**src/rtl/calc_pkg.sv**
```systemverilog
// rtl/calc_pkg.sv - shared calculator datapath constants and bit-op encodings
package calc_pkg;

    localparam int DATA_W = 64;
    localparam int IDX_W  = 6;
    localparam int CNT_W  = 7;

    // 3-bit bit-manipulation operation encodings
    localparam logic [2:0] BOP_CLR  = 3'b000;
    localparam logic [2:0] BOP_SET  = 3'b001;
    localparam logic [2:0] BOP_GET  = 3'b010;
    localparam logic [2:0] BOP_PASS = 3'b011;
    localparam logic [2:0] BOP_TGL  = 3'b100;
    localparam logic [2:0] BOP_POPC = 3'b101;
    localparam logic [2:0] BOP_CLZ  = 3'b110;
    localparam logic [2:0] BOP_REV  = 3'b111;

    typedef logic [2:0] bop_t;

endpackage

```
**src/rtl/bit_count64.sv**
```systemverilog
// rtl/bit_count64.sv - combinational popcount and leading-zero count of a 64-bit word
module bit_count64
    import calc_pkg::*;
(
    input  logic [DATA_W-1:0] data,
    output logic [CNT_W-1:0]  popcount,
    output logic [CNT_W-1:0]  lzcount
);

    // Popcount partial sums, one array per tree level so no array feeds itself
    logic [1:0] pc0 [32];
    logic [2:0] pc1 [16];
    logic [3:0] pc2 [8];
    logic [4:0] pc3 [4];
    logic [5:0] pc4 [2];

    // Leading-zero counts per group; a group is all-zero exactly when its msb is set
    logic [1:0] lz0 [32];
    logic [2:0] lz1 [16];
    logic [3:0] lz2 [8];
    logic [4:0] lz3 [4];
    logic [5:0] lz4 [2];

    // Adder tree for popcount: pairs of bits, then pairwise sums of growing width
    always_comb begin
        for (int i = 0; i < 32; i++) begin
            pc0[i] = {1'b0, data[2*i]} + {1'b0, data[2*i+1]};
        end
        for (int i = 0; i < 16; i++) begin
            pc1[i] = {1'b0, pc0[2*i]} + {1'b0, pc0[2*i+1]};
        end
        for (int i = 0; i < 8; i++) begin
            pc2[i] = {1'b0, pc1[2*i]} + {1'b0, pc1[2*i+1]};
        end
        for (int i = 0; i < 4; i++) begin
            pc3[i] = {1'b0, pc2[2*i]} + {1'b0, pc2[2*i+1]};
        end
        for (int i = 0; i < 2; i++) begin
            pc4[i] = {1'b0, pc3[2*i]} + {1'b0, pc3[2*i+1]};
        end
        popcount = {1'b0, pc4[0]} + {1'b0, pc4[1]};
    end

    // Tree encoder for leading zeros: if the upper half is all zero, add its width to the lower count
    always_comb begin
        for (int i = 0; i < 32; i++) begin
            if (data[2*i+1]) begin
                lz0[i] = 2'd0;
            end else if (data[2*i]) begin
                lz0[i] = 2'd1;
            end else begin
                lz0[i] = 2'd2;
            end
        end
        for (int i = 0; i < 16; i++) begin
            if (lz0[2*i+1][1]) begin
                lz1[i] = 3'd2 + {1'b0, lz0[2*i]};
            end else begin
                lz1[i] = {1'b0, lz0[2*i+1]};
            end
        end
        for (int i = 0; i < 8; i++) begin
            if (lz1[2*i+1][2]) begin
                lz2[i] = 4'd4 + {1'b0, lz1[2*i]};
            end else begin
                lz2[i] = {1'b0, lz1[2*i+1]};
            end
        end
        for (int i = 0; i < 4; i++) begin
            if (lz2[2*i+1][3]) begin
                lz3[i] = 5'd8 + {1'b0, lz2[2*i]};
            end else begin
                lz3[i] = {1'b0, lz2[2*i+1]};
            end
        end
        for (int i = 0; i < 2; i++) begin
            if (lz3[2*i+1][4]) begin
                lz4[i] = 6'd16 + {1'b0, lz3[2*i]};
            end else begin
                lz4[i] = {1'b0, lz3[2*i+1]};
            end
        end
        if (lz4[1][5]) begin
            lzcount = 7'd32 + {1'b0, lz4[0]};
        end else begin
            lzcount = {1'b0, lz4[1]};
        end
    end

endmodule

```
**src/rtl/int_bit_manip_unit.sv**
```systemverilog
// rtl/int_bit_manip_unit.sv - registered 64-bit integer bit-manipulation unit
module int_bit_manip_unit
    import calc_pkg::*;
(
    input  logic              clk,
    input  logic              rst,
    input  logic [2:0]        operation,
    input  logic [DATA_W-1:0] opa,
    input  logic [DATA_W-1:0] opb,
    output logic [DATA_W-1:0] out
);

    logic [IDX_W-1:0]  idx;
    logic [DATA_W-1:0] mask;
    logic [DATA_W-1:0] rev;
    logic [DATA_W-1:0] result;
    logic [CNT_W-1:0]  popcount;
    logic [CNT_W-1:0]  lzcount;

    // Only the low bits of opb select a bit; the rest of the operand is ignored
    assign idx  = opb[IDX_W-1:0];
    assign mask = DATA_W'(1) << idx;

    // Bit reverse is pure wiring
    genvar gi;
    generate
        for (gi = 0; gi < DATA_W; gi++) begin : g_rev
            assign rev[gi] = opa[DATA_W-1-gi];
        end
    endgenerate

    bit_count64 u_bit_count64 (
        .data     (opa),
        .popcount (popcount),
        .lzcount  (lzcount)
    );

    // Select the result of the requested operation
    always_comb begin
        result = '0;
        case (operation)
            BOP_CLR:  result = opa & ~mask;
            BOP_SET:  result = opa | mask;
            BOP_GET:  result = {{(DATA_W-1){1'b0}}, |(opa & mask)};
            BOP_PASS: result = opa;
            BOP_TGL:  result = opa ^ mask;
            BOP_POPC: result = {{(DATA_W-CNT_W){1'b0}}, popcount};
            BOP_CLZ:  result = {{(DATA_W-CNT_W){1'b0}}, lzcount};
            BOP_REV:  result = rev;
            default:  result = '0;
        endcase
    end

    // Result register; reset wins over any operation in the same cycle
    always_ff @(posedge clk) begin
        if (rst) begin
            out <= '0;
        end else begin
            out <= result;
        end
    end

endmodule

```
**config.mk**
```make
export PLATFORM = sky130hd
export DESIGN_NAME = int_bit_manip_unit
export DESIGN_NICKNAME = d
export VERILOG_FILES = /design/src/rtl/calc_pkg.sv /design/src/rtl/bit_count64.sv /design/src/rtl/int_bit_manip_unit.sv
export SDC_FILE = /design/constraint.sdc
export NUM_CORES = 1
export LEC_CHECK = 0
export BUFFER_PORTS_ARGS = -buffer_cell sky130_fd_sc_hd__buf_2
export CAP_MARGIN = 20
export CORE_UTILIZATION = 35
export CTS_CLUSTER_SIZE = 16
export DETAILED_ROUTE_END_ITERATION = 8
export GPL_ROUTABILITY_DRIVEN = 0
export HOLD_SLACK_MARGIN = 0.03
export PLACE_DENSITY_LB_ADDON = 0.08
export SLEW_MARGIN = 20
export SYNTH_ARGS = -nofsm -noshare
export SYNTH_HDL_FRONTEND = slang
export SYNTH_HIERARCHICAL = 1
export SYNTH_SLANG_ARGS = --single-unit
```
**constraint.sdc**
```tcl
create_clock -name clk -period 7.76 [get_ports clk]
set_clock_uncertainty 0.1 [all_clocks]
set_input_delay 1.164 -clock clk [delete_from_list [all_inputs] [get_ports clk]]
set_output_delay 1.164 -clock clk [all_outputs]
set_load 0.005 [all_outputs]
```
==> results of run 1 <==
==> path summary, 6_finish.rpt <==
kind | from | slack, ps | end | cells past startpoint
setup / recovery | opa[35] | 380 | out[6] | 24
hold / removal | opa[6] | 1150 | out[6] | 3
==> logic make-up after synthesis <==
| group | count (synthesis) | synth area share (%) |
|---|---|---|
| AOI/OAI and AO/OA | 269 | 20.2 |
| DFF | 64 | 12.9 |
| buffers and inverters | 298 | 12.0 |
| adders and majority gates | 263 | 37.2 |
| xor gates and xnor gates | 4 | 0.353 |
| muxes | 8 | 1.44 |
| and+or+nand+nor | 317 | 15.8 |
==> final cells by class <==
type	count	area (um2)
fillers	2913	16300
well taps	378	473
repair buffers	192	1100
flip-flops and latches	64	1280
clock inverters	7	120
multi-input cells	861	7470
clock buffers	9	225
inverters	235	882
==> synth_stat cells, drive strengths merged (7+ instances only) <==
master   instances
o21ai           12
nand2b           8
a21oi           91
ha             209
nor2b           13
and2             7
a311oi           7
a221oi          48
nand2           87
buf             36
nor4            54
dfxtp           64
clkbuf          27
a22oi           24
a2111oi         28
fa              54
nor2           104
inv            234
a211oi          34
nor3            11
==> stage by stage <==
step	cell area [um2]	util [%]
after detailed placement	11200	40.2
after CTS	11500	41.5
final	11500	41.5
after floorplan	9940	-
after global routing	11500	41.5
after global placement	11200	40.2
==> cells in the final DEF (no fill, tap or decap), types with 3 or more instances in the layout <==
cell / count
inv_1: 232
ha_1: 209
buf_2: 138
nor2_1: 101
a21oi_1: 91
nand2_1: 86
dfxtp_1: 64
buf_4: 54
fa_1: 54
nor4_1: 51
a221oi_1: 48
a211oi_1: 34
a22oi_1: 24
a2111oi_2: 18
nor2b_1: 12
nor3_1: 10
clkbuf_16: 9
o21ai_0: 9
nand2b_1: 8
a2111oi_1: 7
a311oi_1: 7
and2_1: 5
nand3_1: 5
mux4_2: 5
nand4_1: 5
o211ai_1: 4
or4_1: 4
or2_2: 3
mux2i_1: 3
o21ai_1: 3
o21bai_1: 3
and3_1: 3
a2111oi_0: 3
bufinv_16: 3
xnor2_1: 3
o31ai_1: 3
==> tightest hold or removal path, delay by kind of cell <==
kind / cells / cell delay (ps)
buffers and inverters: 1 / 170
AO/OA/AOI/OAI: 2 / 230
==> layer usage <==
metal / wire length [um] / up-vias
met5: 0 / -
met4: 770 / 0
met3: 2140 / 43
met2: 17500 / 330
met1: 18500 / 4694
li1: - / 4463
==> where the power goes <==
group,internal [mW],switching (mW)
Clock,0.314,0.175
Combinational,1.48,1.63
Sequential,0.364,0.00759
Total,2.16,1.81
==> out/metrics.yaml, run 1 <==
logic_synthesis:
  yosysTopAreaCellShare_pct: 26.3
  synthTopCellsByArea: "ha_1, dfxtp_1, fa_1"
  syn_avg_cell_area_um2: 8.13
  synth_ff_type: "dfxtp_1"
  synthesis.nets: 1619
  yosysSeqAreaShare_pct: 12.9
  synth.distinct_cells: 69
  synth_edf_count: 0
  syn_inst: 1223
  synth_area_leader_cell: "ha_1"
  syn-cell-area_um2: 9940
  ys_seq_elements: 64
  ys_warn_count: 6
  async_reset_ff_share_pct: 0
sta:
  slew_headroom_pct: 30.4
  whs_ps: 1150
  hold_violations: 0
  finalMaxSlewViolations: 0
  period_needed_ps: 7380
  max_freq_mhz: 136
  rsz0062_at_grt: "no"
  post-route-period-util_pct: 95.1
  timing.setup.tns_ps: 0
  worst_slew_pin_slew_ps: 1040
  setup_ws_ps: 380
  setup_viol: 0
setup_path:
  cp-start-kind: "input pin"
  cp-end-kind: "flop"
  criticalPathCategory: "in2reg"
  worst_ep_arrival_time_ps: 7470
  worstPathCellList: "buf_2 > inv_1 > fa_1 > inv_1 > fa_1 > fa_1 > inv_1 > fa_1 > inv_1 > fa_1 > fa_1 > fa_1 > inv_1 > fa_1 > inv_1 > fa_1 > a21o_1 > a21oi_1 > nor2b_1 > o21ai_1 > nand2b_1 > mux4_2 > nor2_1 > a2111oi_1"
  slowest_delay_ps: 560
  crit_path_top_delay_cell: "fa_1"
  cpLargestDelayFamily: "adder cells"
  cp.required_ps: 7850
  cp_max_fo: 2
  crit_top_cell: "fa_1"
  worst-path-buf-inv: 7
clock_network:
  numCtsBuffers: 9
  clk_pin_slew_worst_paths_ps: 60
  cts_setup_buffers: 0
  clk_path_buf_depth: 2
  cts_tree: "built"
  cts_hold_buffers: 0
  cts_resized: 0
  cts.sinks: 64
  cts-root-buf: "clkbuf_16"
  cts_max_level: 3
global_route:
  grt_pass1_vias: 9004
  grtUsageMet3_pct: 3.26
  grt_pass1_wl_um: 58100
  met2_usage_pct: 42.9
  met1_usage_pct: 39.3
  grt-ovfl-total: 0
  grt_max_degree: 66
  grt.busiest_layer: "met2"
  antenna_found_initial: 0
  track_usage_pct: 27.4
floorplanning:
  core_area_um2: 27900
  die-area_um2: 29100
  fp-row-count: 61
  io_pins: 197
  initial_core_util_pct: 35.7
  die_x_um: 170
  die_y_um: 170
cells_and_area:
  diodes: 0
  stdcell_count: 1746
  layout-drive-gt1-share_pct: 18.3
  area_growth_pct: 16.2
  largest_reg_flops: 64
  nNetsFinal: 1759
  regMostFlops: "out"
  top_regs: "out: 64 flops"
detailed_routing:
  drc_errors: 0
  wl_um: 38900
  via_count: 9530
  viasPerCell: 5.46
  initialDrtViolationCount: 785
  ant_nets: 0
  dr.pass1.iters: 5
  routedWlPerCell_um: 22.3
flow_run:
  cap_violations: 0
pwr:
  leakagePower_nw: 6.08
  power.density_nw_per_um2: 344
  finalPower_mw: 3.98
  irDropWorstVdd_mv: 0.783
hold_path:
  min_path_type: "in2reg"
place:
  port_buffers: 138
  dpl.cell_count: 1730
  place_ws_ps: 6.06
  dp_hpwl_um: 29800
status:
  run_status: "complete, no violations"
Power figures use the tool's default switching activity.
==> run 2: changes to the inputs <==
ABC_AREA = 1   (was not set)
BUFFER_PORTS_ARGS = not set   (was -buffer_cell sky130_fd_sc_hd__buf_2)
DONT_BUFFER_PORTS = 1   (was not set)
==> run 2 against run 1 <==
  * Design area shrank 9.8%
  * Count of clock-buffer cells in the layout grew 4
  * Sequential power is 1% higher
  * Setup slack better by 640 ps
  * Routed wire length fell by 13%
  * Cell count down 0.40%
  * Die area fell by 0.82%
  * Global-route usage shrank 3.0 points
  * Hold slack got worse by 370 ps
  * Critical path type unchanged
  * Largest cell class unchanged
  * Highest routed layer unchanged
==> out/metrics.yaml, run 2 <==
clock_network:
  numCtsBuffers: 9  # unchanged
  cts_setup_buffers: 0  # unchanged
  cts_resized: 0  # unchanged
  cts_max_level: 3  # unchanged
  cts-root-buf: "clkbuf_16"  # unchanged
  cts_tree: "built"  # unchanged
  clk_path_buf_depth: 2  # unchanged
  cts.sinks: 64  # unchanged
  clk_pin_slew_worst_paths_ps: 50  # was 60 ps
  cts_hold_buffers: 0  # unchanged
place:
  dp_hpwl_um: 26900  # was 29800 um
  port_buffers: 0  # was 138
pwr:
  leakagePower_nw: 5.02  # was 6.08 nW
  irDropWorstVdd_mv: 1.15  # was 0.783 mV
  power.density_nw_per_um2: 333  # was 344 nW/um2
floorplanning:
  fp-row-count: 61  # unchanged
  die-area_um2: 28800  # was 29100 um2
  die_x_um: 170  # about the same
  die_y_um: 170  # about the same
  core_area_um2: 27700  # was 27900 um2
  io_pins: 197  # unchanged
  initial_core_util_pct: 35.6  # was 35.7%
cells_and_area:
  final_cell_mix: "inv_1, nor2_1, ha_1"  # was inv_1, ha_1, buf_2
  diodes: 0  # unchanged
  nNetsFinal: 1752  # was 1759
  layout_commonest_cell: "inv_1"  # unchanged
  top_regs: "out: 64 flops"  # unchanged
  layout-drive-gt1-share_pct: 4.26  # was 18.3%
  regMostFlops: "out"  # unchanged
  largest_reg_flops: 64  # unchanged
  fin_util_pct: 37.6  # was 41.5%
  area_growth_pct: 5.75  # was 16.2%
  fill_cells: 3002  # was 2913
detailed_routing:
  dr.pass1.iters: 8  # was 5
  via_count: 8641  # was 9530
  routedWlPerCell_um: 19.5  # was 22.3 um
  initialDrtViolationCount: 590  # was 785
  wl_um: 33800  # was 38900 um
  viasPerCell: 4.97  # was 5.46
  drc_errors: 0  # unchanged
  ant_nets: 0  # unchanged
logic_synthesis:
  ys_seq_elements: 64  # unchanged
  synth_ff_type: "dfxtp_1"  # unchanged
  yosysTopAreaCellShare_pct: 26.5  # was 26.3%
  synth.distinct_cells: 36  # was 69
  ys_warn_count: 6  # unchanged
  syn_avg_cell_area_um2: 7.05  # was 8.13 um2
  synthTopCellsByArea: "ha_1, dfxtp_1, fa_1"  # unchanged
  yosysSeqAreaShare_pct: 13.0  # was 12.9%
  async_reset_ff_share_pct: 0  # unchanged
  yosys-top-cells-count: "inv_1, nor2_1, ha_1, nand2_1, a21oi_1"  # was inv_1, ha_1, nor2_1, a21oi_1, nand2_1
  syn-cell-area_um2: 9850  # was 9940 um2
  synth_area_leader_cell: "ha_1"  # unchanged
  synthMostInstantiatedCell: "inv_1"  # unchanged
  synth_edf_count: 0  # unchanged
  syn_inst: 1397  # was 1223
  synthesis.nets: 1793  # was 1619
sta:
  slew_headroom_pct: 30.8  # was 30.4%
  rsz0062_at_grt: "no"  # unchanged
  hold_violations: 0  # unchanged
  timing.setup.tns_ps: 0  # unchanged
  setup_viol: 0  # unchanged
  period_needed_ps: 6740  # was 7380 ps
  worst_slew_pin_slew_ps: 1040  # about the same
  post-route-period-util_pct: 86.9  # was 95.1%
  finalMaxSlewViolations: 0  # unchanged
  max_freq_mhz: 148  # was 136 MHz
setup_path:
  cp-end-kind: "flop"  # unchanged
  cp_max_fo: 5  # was 2
  worst_ep_arrival_time_ps: 6870  # was 7470 ps
  cp-start-kind: "input pin"  # unchanged
  cp.required_ps: 7890  # was 7850 ps
  criticalPathCategory: "in2reg"  # unchanged
hold_path:
  min_path_type: "in2reg"  # unchanged
  worstHoldStart: "rst"  # was opa[6]
  whs_path_depth: 1  # was 3
  hold_end: "out[49]"  # was out[6]
global_route:
  antenna_found_initial: 0  # unchanged
  grt-ovfl-total: 0  # unchanged
  grt_max_degree: 65  # was 66
  grt_pass1_wl_um: 51700  # was 58100 um
  track_usage_pct: 24.4  # was 27.4%
  grt_pass1_vias: 8446  # was 9004
flow_run:
  cap_violations: 0  # unchanged
status:
  run_status: "complete, no violations"  # unchanged
-- run 2: worst max path at each step --
stage               slack [ps]  startpoint  cells after the start  endpoint
CTS                        990     opa[35]                     22    out[6]
finish                    1020     opa[35]                     22    out[6]
detailed placement         630     opa[35]                     22    out[6]
global route               670     opa[35]                     22    out[6]
global placement           620     opa[35]                     22    out[6]
floorplan                  960     opa[35]                     22    out[6]
-- run 2: kinds of logic after synthesis --
family	share of synthesized area, %
AO/OA/AOI/OAI	15.9
XOR/XNOR	0.356
AND/OR/NAND/NOR	20.1
flip-flops	13.0
buffers and inverters	13.1
adder cells (fa/ha/maj)	37.5
-- run 2: layout make-up --
| cell class | count | area (um2) | share of cell area [%] |
|---|---|---|---|
| Multi-Input combinational cell | 996 | 7280 | 69.9 |
| Sequential cell | 64 | 1280 | 12.3 |
| Inverter | 281 | 1050 | 10.1 |
| Tap cell | 378 | 473 | 4.54 |
| Clock buffer | 13 | 260 | 2.50 |
| Clock inverter | 3 | 40.0 | 0.384 |
| Timing Repair Buffer | 4 | 30.0 | 0.288 |
-- run 2: worst max-delay path: stages --
cell and delay [ps]:
inv_1 50, fa_1 540, inv_1 50, fa_1 410, fa_1 560, inv_1 70
fa_1 530, inv_1 50, fa_1 520, fa_1 440, fa_1 550, inv_1 60
fa_1 530, inv_1 70, fa_1 450, a31oi_1 220, o21ai_0 120, a21o_1 160
inv_1 50, o21ai_0 70, nor2_1 90, a31oi_1 90
-- run 2: per-stage QoR --
step	cell area [um2]	setup slack (ps)	power [mW]	std cells	hold WS (ps)
2_1_floorplan	9850	958	2.43	1397	1260
3_3_place_gp	10100	621	3.10	1723	1140
3_5_place_dp	10100	626	3.11	1723	1140
4_1_cts	10400	990	3.55	1739	758
5_1_grt	10400	670	3.96	1739	763
6_report	10400	1020	3.47	1739	778
-- run 2: routing by layer --
layer | track usage, % | routed length (um) | up-vias
li1 | - | - | 4350
met5 | 0 | 0 | -
met3 | 4.62 | 2000 | 45
met4 | 7.64 | 773 | 0
met1 | 32.3 | 15300 | 4020
met2 | 39.8 | 15700 | 226
-- run 2: report_power, final --
part	internal, mW	switching [mW]	leakage [nW]	total, mW
Combinational	1.07	1.61	4.34	2.68
Clock	0.265	0.148	0.150	0.413
Sequential	0.362	0.0149	0.528	0.377
==> run 3: changes to the inputs <==
ABC_AREA = not set   (was 1)
==> run 3 against run 2 <==
  * Total power rose by 10%
  * Fmax shrank 7.2%
  * Design area is 0.81% higher
  * Count of clock-buffer cells in the layout is 4 lower
  * Global-route usage rose by 2.0 points
  * Sequential share of layout area is 0.098 points lower
  * Setup slack got worse by 530 ps
  * First-iteration DRC count rose by 43%
  * Clock power grew 21%
  * Critical path type unchanged
  * Critical endpoint unchanged
  * Largest cell class unchanged
==> out/metrics.yaml, run 3 (same netlist as run 1, synthesis figures left out) <==
status:
  run_status: "complete, no violations"  # unchanged
cells_and_area:
  nNetsFinal: 1574  # was 1752
  area_growth_pct: 5.72  # was 5.75%
  regMostFlops: "out"  # unchanged
  diodes: 0  # unchanged
  layout-drive-gt1-share_pct: 5.58  # was 4.26%
  layout_commonest_cell: "inv_1"  # unchanged
  top_regs: "out: 64 flops"  # unchanged
  largest_reg_flops: 64  # unchanged
  fill_cells: 2926  # was 3002
  multi_input_area_um2: 7470  # was 7280 um2
  final_cell_mix: "inv_1, ha_1, nor2_1"  # was inv_1, nor2_1, ha_1
  seqCellArea_um2: 1280  # unchanged
global_route:
  grt_pass1_wl_um: 55700  # was 51700 um
  antenna_found_initial: 3  # was 0
  grt-ovfl-total: 0  # unchanged
  grt_pass1_vias: 8284  # was 8446
  grt_max_degree: 89  # was 65
  track_usage_pct: 26.4  # was 24.4%
clock_network:
  cts_resized: 0  # unchanged
  cts_setup_buffers: 0  # unchanged
  clk_pin_slew_worst_paths_ps: 80  # was 50 ps
  clk_path_buf_depth: 2  # unchanged
  cts.sinks: 64  # unchanged
  cts_max_level: 3  # unchanged
  cts_hold_buffers: 0  # unchanged
  numCtsBuffers: 9  # unchanged
  cts_tree: "built"  # unchanged
  cts-root-buf: "clkbuf_16"  # unchanged
detailed_routing:
  ant_nets: 0  # unchanged
  drc_errors: 0  # unchanged
  via_count: 8798  # was 8641
  routedWlPerCell_um: 23.9  # was 19.5 um
  viasPerCell: 5.64  # was 4.97
  wl_um: 37200  # was 33800 um
  initialDrtViolationCount: 842  # was 590
  dr.pass1.iters: 6  # was 8
sta:
  setup_viol: 0  # unchanged
  timing.setup.tns_ps: 0  # unchanged
  rsz0062_at_grt: "no"  # unchanged
  hold_violations: 0  # unchanged
  worst_slew_pin_slew_ps: 957  # was 1040 ps
  finalMaxSlewViolations: 0  # unchanged
  max_freq_mhz: 138  # was 148 MHz
  slew_headroom_pct: 36.0  # was 30.8%
  period_needed_ps: 7270  # was 6740 ps
  post-route-period-util_pct: 93.7  # was 86.9%
hold_path:
  min_path_type: "in2reg"  # unchanged
floorplanning:
  die_y_um: 170  # about the same
  fp-row-count: 61  # unchanged
  die-area_um2: 29100  # was 28800 um2
  die_x_um: 170  # about the same
  core_area_um2: 27900  # was 27700 um2
  io_pins: 197  # unchanged
  initial_core_util_pct: 35.7  # was 35.6%
setup_path:
  cp-start-kind: "input pin"  # unchanged
  cp.required_ps: 7870  # was 7890 ps
  worst_ep_arrival_time_ps: 7380  # was 6870 ps
  criticalPathCategory: "in2reg"  # unchanged
  cp_max_fo: 7  # was 5
  cp-end-kind: "flop"  # unchanged
pwr:
  finalPower_mw: 3.82  # was 3.47 mW
  power.density_nw_per_um2: 364  # was 333 nW/um2
  irDropWorstVdd_mv: 1.48  # was 1.15 mV
  leakagePower_nw: 5.25  # was 5.02 nW
place:
  port_buffers: 0  # unchanged
  dp_hpwl_um: 27900  # was 26900 um
flow_run:
  cap_violations: 0  # unchanged
==> run 3: cell types whose count changed in the layout (fill, tap and decap cells not counted), sizes merged, moves of 24 or more <==
cell / previous run / this run
a221oi: 0 / 48
o21ai: 89 / 12
o22ai: 63 / 0
a22oi: 0 / 24
nor2: 233 / 104
a2111oi: 0 / 28
nor4: 0 / 54
nand2: 141 / 87
nand3: 49 / 6
inv: 279 / 234
==> run 3: through the flow <==
stage          cell area [um2]  cells  util, %  hold slack [ps]  setup slack, ps
6_report                 10500   1561     37.7              760              493
5_1_grt                  10500   1561     37.7              757              169
4_1_cts                  10500   1561     37.7              745              498
3_5_place_dp             10200   1545     36.5             1150              115
3_3_place_gp             10200   1545     36.5             1150             92.4
2_1_floorplan             9940   1223        -             1290              424
==> run 3: area by class of cell <==
class	instances	area share, %
multi-input cells	861	71.1
clock buffers	9	2.14
well taps	378	4.50
inverters	235	8.40
flip-flops and latches	64	12.2
clock inverters	7	1.14
repair buffers	7	0.500
==> run 3: worst max-delay path, stage by stage <==
cell	delay (ps)
inv_1	50
fa_1	550
inv_1	60
fa_1	420
fa_1	540
inv_1	50
fa_1	520
inv_1	50
fa_1	510
fa_1	480
fa_1	550
inv_1	50
fa_1	530
inv_1	70
fa_1	460
a21o_1	170
a21oi_1	180
nor2b_1	70
o21ai_1	140
nand2b_1	120
mux4_2	460
nor2_1	100
a2111oi_1	70
==> run 3: per-layer routing <==
metal / GRT usage, % / up-vias / routed length, um
met5: 0 / - / 0
met4: 6.23 / 0 / 514
met3: 4.83 / 27 / 2630
met2: 41.6 / 315 / 17200
met1: 37.1 / 4366 / 16900
li1: - / 4090 / -
==> run 3: power by group <==
group	switching, mW	internal (mW)
Sequential	0.0169	0.365
Combinational	1.52	1.42
Clock	0.185	0.314
Total	1.72	2.10
==> run 3: worst paths after layout <==
| check | start | endpoint | slack [ps] | depth (start not counted) |
|---|---|---|---|---|
| min | rst | out[7] | 760 | 1 |
| max | opa[35] | out[6] | 490 | 23 |
